===== config.mk =====
export PLATFORM = sky130hd
export DESIGN_NAME = lsu_pipe
export DESIGN_NICKNAME = d
export VERILOG_FILES = /design/src/rtl/vliw_pkg.sv /design/src/rtl/lsu_align.sv /design/src/rtl/lsu_pipe.sv
export SDC_FILE = /design/constraint.sdc
export NUM_CORES = 1
export LEC_CHECK = 0
export CAP_MARGIN = 5
export CORE_MARGIN = 3
export CORE_UTILIZATION = 30
export CTS_CLUSTER_SIZE = 40
export DETAILED_ROUTE_END_ITERATION = 12
export PLACE_DENSITY = 0.57
export RECOVER_POWER = 100
export SETUP_SLACK_MARGIN = 0.02
export SLEW_MARGIN = 15
export SYNTH_ARGS = -nofsm -noshare
export SYNTH_HDL_FRONTEND = slang
export SYNTH_SLANG_ARGS = --single-unit

===== constraint.sdc =====
create_clock -name clk -period 7 [get_ports clk]
set_input_delay 1.4 -clock clk [delete_from_list [all_inputs] [get_ports clk]]
set_output_delay 1.4 -clock clk [all_outputs]
set_load 0.005 [all_outputs]

===== src/rtl/vliw_pkg.sv =====
// rtl/vliw_pkg.sv - shared types and widths for the VLIW load/store pipe
package vliw_pkg;

  localparam int XLEN = 32;

  typedef enum logic [1:0] {
    SZ_B = 2'd0,
    SZ_H = 2'd1,
    SZ_W = 2'd2
  } lsu_size_t;

  typedef enum logic [1:0] {
    IDLE = 2'd0,
    REQ  = 2'd1,
    WAIT = 2'd2,
    WB   = 2'd3
  } lsu_state_t;

endpackage


===== src/rtl/lsu_align.sv =====
// rtl/lsu_align.sv - byte-lane steering: enables, store replication, load extract/extend, alignment check
module lsu_align #(
  parameter int XLEN = 32
) (
  input  logic [1:0]      size,
  input  logic            is_unsigned,
  input  logic [1:0]      ea_lo,
  input  logic [XLEN-1:0] st_data,
  input  logic [XLEN-1:0] rdata,
  output logic [3:0]      be,
  output logic [XLEN-1:0] wdata,
  output logic [XLEN-1:0] ld_data,
  output logic            misaligned
);
  import vliw_pkg::*;

  logic [XLEN-1:0] lane;

  always_comb begin
    // Bring the addressed byte/half down to bit 0 before extending.
    lane       = rdata >> {ea_lo, 3'b000};
    be         = 4'h0;
    wdata      = st_data;
    ld_data    = lane;
    misaligned = 1'b0;
    case (size)
      SZ_B: begin
        be      = 4'b0001 << ea_lo;
        wdata   = {(XLEN/8){st_data[7:0]}};
        ld_data = {{(XLEN-8){~is_unsigned & lane[7]}}, lane[7:0]};
      end
      SZ_H: begin
        be         = 4'b0011 << ea_lo;
        wdata      = {(XLEN/16){st_data[15:0]}};
        ld_data    = {{(XLEN-16){~is_unsigned & lane[15]}}, lane[15:0]};
        misaligned = ea_lo[0];
      end
      SZ_W: begin
        be         = 4'hF;
        misaligned = |ea_lo;
      end
      default: misaligned = 1'b1;
    endcase
  end

endmodule


===== src/rtl/lsu_pipe.sv =====
// rtl/lsu_pipe.sv - single-outstanding load/store pipe between register file and memory port
module lsu_pipe #(
  parameter int XLEN  = 32,
  parameter int IMM_W = 12
) (
  input  logic             clk,
  input  logic             rst,
  input  logic             issue_valid,
  output logic             issue_ready,
  input  logic             issue_is_store,
  input  logic [1:0]       issue_size,
  input  logic             issue_unsigned,
  input  logic [4:0]       issue_rd,
  input  logic [4:0]       issue_rs1,
  input  logic [4:0]       issue_rs2,
  input  logic [IMM_W-1:0] issue_imm,
  output logic [4:0]       lsu_rs1,
  output logic [4:0]       lsu_rs2,
  input  logic [XLEN-1:0]  lsu_rd_data1,
  input  logic [XLEN-1:0]  lsu_rd_data2,
  output logic [4:0]       lsu_wr_addr,
  output logic [XLEN-1:0]  lsu_wr_data,
  output logic             lsu_wr_en,
  output logic             mem_req_valid,
  input  logic             mem_req_ready,
  output logic             mem_req_we,
  output logic [XLEN-1:0]  mem_req_addr,
  output logic [XLEN-1:0]  mem_req_wdata,
  output logic [3:0]       mem_req_be,
  input  logic             mem_rsp_valid,
  input  logic [XLEN-1:0]  mem_rsp_rdata,
  output logic             err_misaligned
);
  import vliw_pkg::*;

  lsu_state_t      state;
  logic [1:0]      size_q;
  logic [1:0]      ea_lo_q;
  logic            uns_q;
  logic [4:0]      rd_q;
  logic            idle;
  logic [XLEN-1:0] ea;
  logic [1:0]      a_size;
  logic [1:0]      a_lo;
  logic            a_uns;
  logic [3:0]      a_be;
  logic [XLEN-1:0] a_wdata;
  logic [XLEN-1:0] a_ld;
  logic            a_mis;

  assign lsu_rs1 = issue_rs1;
  assign lsu_rs2 = issue_rs2;
  assign idle    = (state == IDLE);
  assign ea      = lsu_rd_data1 + {{(XLEN-IMM_W){issue_imm[IMM_W-1]}}, issue_imm};

  // One aligner serves both phases: issue-time fields while idle, captured fields afterwards.
  assign a_size = idle ? issue_size       : size_q;
  assign a_lo   = idle ? ea[1:0]          : ea_lo_q;
  assign a_uns  = idle ? issue_unsigned   : uns_q;

  lsu_align #(.XLEN(XLEN)) u_align (
    .size        (a_size),
    .is_unsigned (a_uns),
    .ea_lo       (a_lo),
    .st_data     (lsu_rd_data2),
    .rdata       (mem_rsp_rdata),
    .be          (a_be),
    .wdata       (a_wdata),
    .ld_data     (a_ld),
    .misaligned  (a_mis)
  );

  always_ff @(posedge clk) begin
    if (rst) begin
      state          <= IDLE;
      issue_ready    <= 1'b1;
      mem_req_valid  <= 1'b0;
      mem_req_we     <= 1'b0;
      mem_req_addr   <= '0;
      mem_req_wdata  <= '0;
      mem_req_be     <= 4'h0;
      lsu_wr_en      <= 1'b0;
      lsu_wr_addr    <= 5'd0;
      lsu_wr_data    <= '0;
      err_misaligned <= 1'b0;
      size_q         <= 2'd0;
      ea_lo_q        <= 2'd0;
      uns_q          <= 1'b0;
      rd_q           <= 5'd0;
    end else begin
      err_misaligned <= 1'b0;
      lsu_wr_en      <= 1'b0;
      case (state)
        IDLE: begin
          if (issue_valid) begin
            if (a_mis) begin
              err_misaligned <= 1'b1;
            end else begin
              state         <= REQ;
              issue_ready   <= 1'b0;
              mem_req_valid <= 1'b1;
              mem_req_we    <= issue_is_store;
              mem_req_addr  <= {ea[XLEN-1:2], 2'b00};
              mem_req_wdata <= issue_is_store ? a_wdata : '0;
              mem_req_be    <= a_be;
              size_q        <= issue_size;
              ea_lo_q       <= ea[1:0];
              uns_q         <= issue_unsigned;
              rd_q          <= issue_rd;
            end
          end
        end
        REQ: begin
          if (mem_req_ready) begin
            mem_req_valid <= 1'b0;
            if (mem_req_we) begin
              state       <= IDLE;
              issue_ready <= 1'b1;
            end else begin
              state <= WAIT;
            end
          end
        end
        WAIT: begin
          if (mem_rsp_valid) begin
            state       <= WB;
            lsu_wr_addr <= rd_q;
            lsu_wr_data <= a_ld;
            lsu_wr_en   <= (rd_q != 5'd0);
          end
        end
        default: begin
          state       <= IDLE;
          issue_ready <= 1'b1;
        end
      endcase
    end
  end

endmodule


* After elaboration in Yosys (flattened, before gate mapping)
Index checks and enable logic that the tools add are counted.
Widths: inputs -> output; s select.
** Word-level totals
- Input port bits :: 132
- Word-level logic and storage cells :: 72
- Output and inout bits :: 120
- Register bits after elaboration :: 120
** Cells by class
- Reductions and logical operators :: 12
- Shifts and indexed selects :: 3
- Bitwise gates (word level) :: 8
- Add/sub/neg operators :: 1
- Equal/unequal tests :: 9
- Multiplexer cells :: 24
** Operators by type and width (number)
- $pmux 32 s2 :: 2
- $add 32x32->32 :: 1
- $mux 32 :: 1
- $shr 32x5->32 :: 1
- $mux 2 :: 7
- $pmux 4 s3 :: 1
- $ne 2x2->1 const B :: 5
- $mux 1 :: 9
- $reduce_and 4->1 :: 2
- $not 1->1 :: 6
- $pmux 1 s3 :: 2
- $pmux 2 s3 :: 1
- $reduce_or 3->1 :: 2
- $reduce_and 5->1 :: 1
- $reduce_bool 5->1 :: 1
- $eq 2x1->1 const B :: 2
- $eq 2x2->1 const B :: 2
- $logic_not 2->1 :: 2
- $shl 1x2->4 const A :: 1
- $shl 2x2->4 const A :: 1
- $reduce_and 3->1 :: 1
- $and 1x1->1 :: 2
- $pmux 1 s2 :: 1
- $reduce_and 2->1 :: 1
- 2 further kinds :: 2

* Logic depth before layout (Yosys ltp)
- Depth after elaboration :: 7
- Depth in mapped cells :: 12
- Mapped depth without buffers :: 10

* Modules after synthesis
A second synthesis with hierarchy kept.
** Second synthesis, totals
- Cell total of the unflattened synthesis :: 947
- Area total of the unflattened synthesis :: 7350.8 um^2
** Modules (own cells, without submodules)
- lsu_pipe :: sequential area each 2402.3 um^2, times used 1, cells an instance 760, area an instance 5954.5 um^2
- lsu_align :: sequential area each 0.0 um^2, times used 1, cells an instance 187, area an instance 1396.3 um^2

* Worst setup path before layout
No wires, ideal clock.
- Kind :: input to register
- Start :: input issue_imm[0]
- End :: register mem_req_addr[30]
- Cell stages on the path :: 10
- Data arrival time :: 3.580 ns
- Slack :: 3.345 ns
- Data required time :: 6.925 ns
- Cell sequence :: ha_1 fa_1 a21o_1 a221oi_1 nor4_1 nor2_1 o211ai_1 nand4_1 mux2_2 o22ai_1
** On the way
- Longest elaborated chain between the ends :: 6
** Ends and longest elaborated chain
- from (decl) :: line lsu_pipe.sv:16 : input logic [IMM_W-1:0] issue_imm,
- $add 32x32->32 (*) :: line lsu_pipe.sv:54 : assign ea = lsu_rd_data1 + {{(XLEN-IMM_W){issue_imm[IMM_W-1]}}, issue_imm};
- $mux 2 :: line lsu_pipe.sv:58 : assign a_lo = idle ? ea[1:0] : ea_lo_q;
- $reduce_or 2->1 :: line lsu_align.sv:40 : misaligned = |ea_lo;
- $pmux 1 s3 :: line lsu_align.sv:26 : case (size)
- $not 1->1 (no source line)
- $reduce_and 3->1 (no source line)
- to (signal assigned) :: line lsu_pipe.sv:103 : mem_req_addr <= {ea[XLEN-1:2], 2'b00};
- to (decl) :: line lsu_pipe.sv:27 : output logic [XLEN-1:0] mem_req_addr,
Mark *: on every way between the ends. The rest lies on a longest branch, timed or not.
A chain may end at the register's enable or synchronous reset.

* Worst setup path after layout
- Start :: input issue_imm[0]
- End :: register size_q[0]
** On the way
- Longest elaborated chain between the ends :: 6
** Ends and longest elaborated chain
- $add 32x32->32 :: line lsu_pipe.sv:54
- via ea[1] :: line lsu_pipe.sv:42 : logic [XLEN-1:0] ea;
- $mux 2 :: line lsu_pipe.sv:58
- $reduce_or 2->1 :: line lsu_align.sv:40
- $pmux 1 s3 :: line lsu_align.sv:26
- $not 1->1 (no source line)
- $reduce_and 3->1 (no source line)
- to (signal assigned) :: line lsu_pipe.sv:106 : size_q <= issue_size;
- to (decl) :: line lsu_pipe.sv:37 : logic [1:0] size_q;
The timed path passes the listed nets, and every way through them passes these cells.

==> flow_summary.yaml <==
grt:
  grt_max_degree: 75
  grt_first_pass_wirelength_um: 36200
  grt_use_total_pct: 18.2
  overflow: 0
  grt_pass1_vias: 6690
  antenna_found_initial: 1
timing:
  period_needed_ns: 5.33
  final_max_slew_viol_count: 134
  worst-slew-pin-transition_ns: 3.41
  hold_violations: 0
  clock.fmax_mhz: 188
  fin_crit_sh_pct: 76.2
  relSlewSlack_pct: -127
  final.setup_skew_ns: 0.0114
  rsz0062_at_grt: "false"
  final-setup-viol-count: 0
  setup_tns_ns: 0
power_and_ir_drop:
  p_total_w: 0.00258
  p_leak_nw: 4.08
  peakVddDrop_uv: 148
  power_density_nw_per_um2: 258
outcome:
  violations: "max-capacitance violations, max-slew violations"
  status: "finished, violations left"
route:
  vias: 7070
  drt_iter0_drc: 461
  firstDrtPassIters: 5
  ant_nets: 0
  drt-vias-per-instance: 5.03
  wl_per_cell_um: 16.8
  remaining_drc_errors: 0
  wl_um: 23700
logic_synthesis:
  ys_types: 63
  synthArstFlopShare_pct: 0
  synth_commonest_cells: "nand2_1 (205), dfxtp_1 (120), a21oi_1 (112)"
  seq_area_frac_synth_pct: 34.6
  netlist_instances: 916
  synth_top_cells_by_area: "dfxtp_1 (35%), nand2_1 (11%), a21oi_1 (8.1%)"
  synthesis.area_sq_um: 6940
  synth_flop_cell: "dfxtp_1"
  avgSynthCellArea_sq_um: 7.58
  synth_top_area_share_pct: 34.6
  yosys_warnings: 0
  yosys.area.top_type: "dfxtp_1"
  synth.most_common_cell: "nand2_1"
  synth-seq-cells: 120
  synth_edf_count: 0
worst_setup_path:
  crit_path_start_kind: "input port"
  worstReg2RegStart: "state[1]"
  crit_path_start: "issue_imm[0]"
  crit_arrival_ns: 5.46
  end_kind: "flop"
  cp.required_ns: 7.13
  crit_path_max_fanout: 58
  crit_type: "input port to flop"
final_layout:
  fin_nets: 1269
  fin_util_pct: 44.1
  fillers: 2283
  drive_above_1_share_pct: 6.80
  finalInstanceArea_sq_um: 10000
  syn_to_final_growth_pct: 44.3
placement:
  place_area_sq_um: 9360
  io_buffers: 229
  gp_congestion: 0.824
  dp_hpwl_um: 17100
min_path:
  hold_path.class: "flop to flop"
  min_from: "mem_req_wdata[6]"
die:
  core_area_sq_um: 22700
  start_util_pct: 30.6
  die-area_sq_um: 25000
  fp-row-count: 55
  io_pins: 252
  die-height_um: 158
  die_w_um: 158
clocking:
  ctsHoldBuffers: 0
  clock_latency_ns: 0.42
  cts.sinks: 120
  root_buffer: "clkbuf_16"
  h-tree-depth: 4
  ctsResizeCount: 0
  post_cts_buffers: 0
  clk_pin_slew_ns: 0.06
  max-clock-path-buffers: 2
  numCtsBuffers: 17
  cts_tree: "done"
flow_run:
  maxCapViolations: 2
[final timing paths]
path                      end  slack [ns]  cells after the start
max                 size_q[0]        1.67                     11
min          mem_req_wdata[6]        0.45                      2
max reg2reg         size_q[0]        2.91                      9
min reg2reg  mem_req_wdata[6]        0.45                      2
[registers in the layout, indices dropped and copies added, names as in the netlist]
register,cells
uns_q,1
size_q,2
mem_req_wdata,32
err_misaligned,1
mem_req_we,1
lsu_wr_addr,5
mem_req_be,4
ea_lo_q,2
mem_req_valid,1
rd_q,5
state,2
issue_ready,1
lsu_wr_data,32
mem_req_addr,30
lsu_wr_en,1
[where the power goes]
part           internal, W  switching (W)
Combinational     0.000351       0.000439
Clock             0.000647       0.000345
Sequential        0.000755      0.0000423
[per-stage QoR]
stage               hold slack (ns)  instances  worst slack (ns)
global route                  0.467       1404              1.31
floorplan                     0.440        917              3.35
finish                        0.449       1406              1.67
global placement              0.438       1371              2.15
CTS                           0.455       1403              2.57
detailed placement            0.446       1371              2.13
[worst max-delay path, stage by stage]
cell,delay [ns]
dlygate4sd3_1,0.53
ha_1,0.23
fa_1,0.51
mux2i_2,0.16
buf_4,0.26
nand3_1,0.18
nand2_1,0.18
nand2_1,1.11
buf_4,0.68
nand2_1,0.11
a21oi_1,0.06
[cell families (layout without fill, tap and decap cells)]
logic type                 count (synthesis)  in the layout  share of synthesized area [%]
muxes                                     31             31                           4.98
other                                      1              5                         0.0540
xor gates and xnor gates                  25             25                           3.16
and+or+nand+nor                          390            390                           23.9
buffers and inverters                     74            275                           4.85
AOI/OAI and AO/OA                        243            243                           22.5
DFF                                      120            120                           34.6
adders and majority gates                 32             32                           5.88
[routing by layer]
metal  GRT usage [%]  vias up  share of wire, %
li1                -     3606                 -
met1            23.8     3220                45
met2            29.7      217                47
met3            4.21       27               6.0
met4            6.02        0               2.1
met5               0        -                 0
[placed cells by master (no fill, tap or decap), types with 10 or more instances in the layout]
cell and count:
xnor2_1 15, nand2_1 205, dlygate4sd3_1 110, a21o_1 18
o21ai_0 24, ha_1 31, nand3_1 33, clkbuf_16 17
mux2_2 18, dfxtp_1 120, clkdlybuf4s50_1 118, nor3_1 20
nor2_1 93, xor2_1 10, a21oi_1 112, a211oi_1 33
[cell type report]
cell class	instances	area [sq um]	share of cell area, %
Clock inverter	13	218	2.17
Multi-Input combinational cell	723	4220	42.2
Sequential cell	120	2400	24.0
Tap cell	285	357	3.56
Inverter	5	18.8	0.187
Timing Repair Buffer	238	2350	23.4
Antenna cell	3	7.51	0.0750
Clock buffer	19	443	4.42
Power figures use the tool's default switching activity.
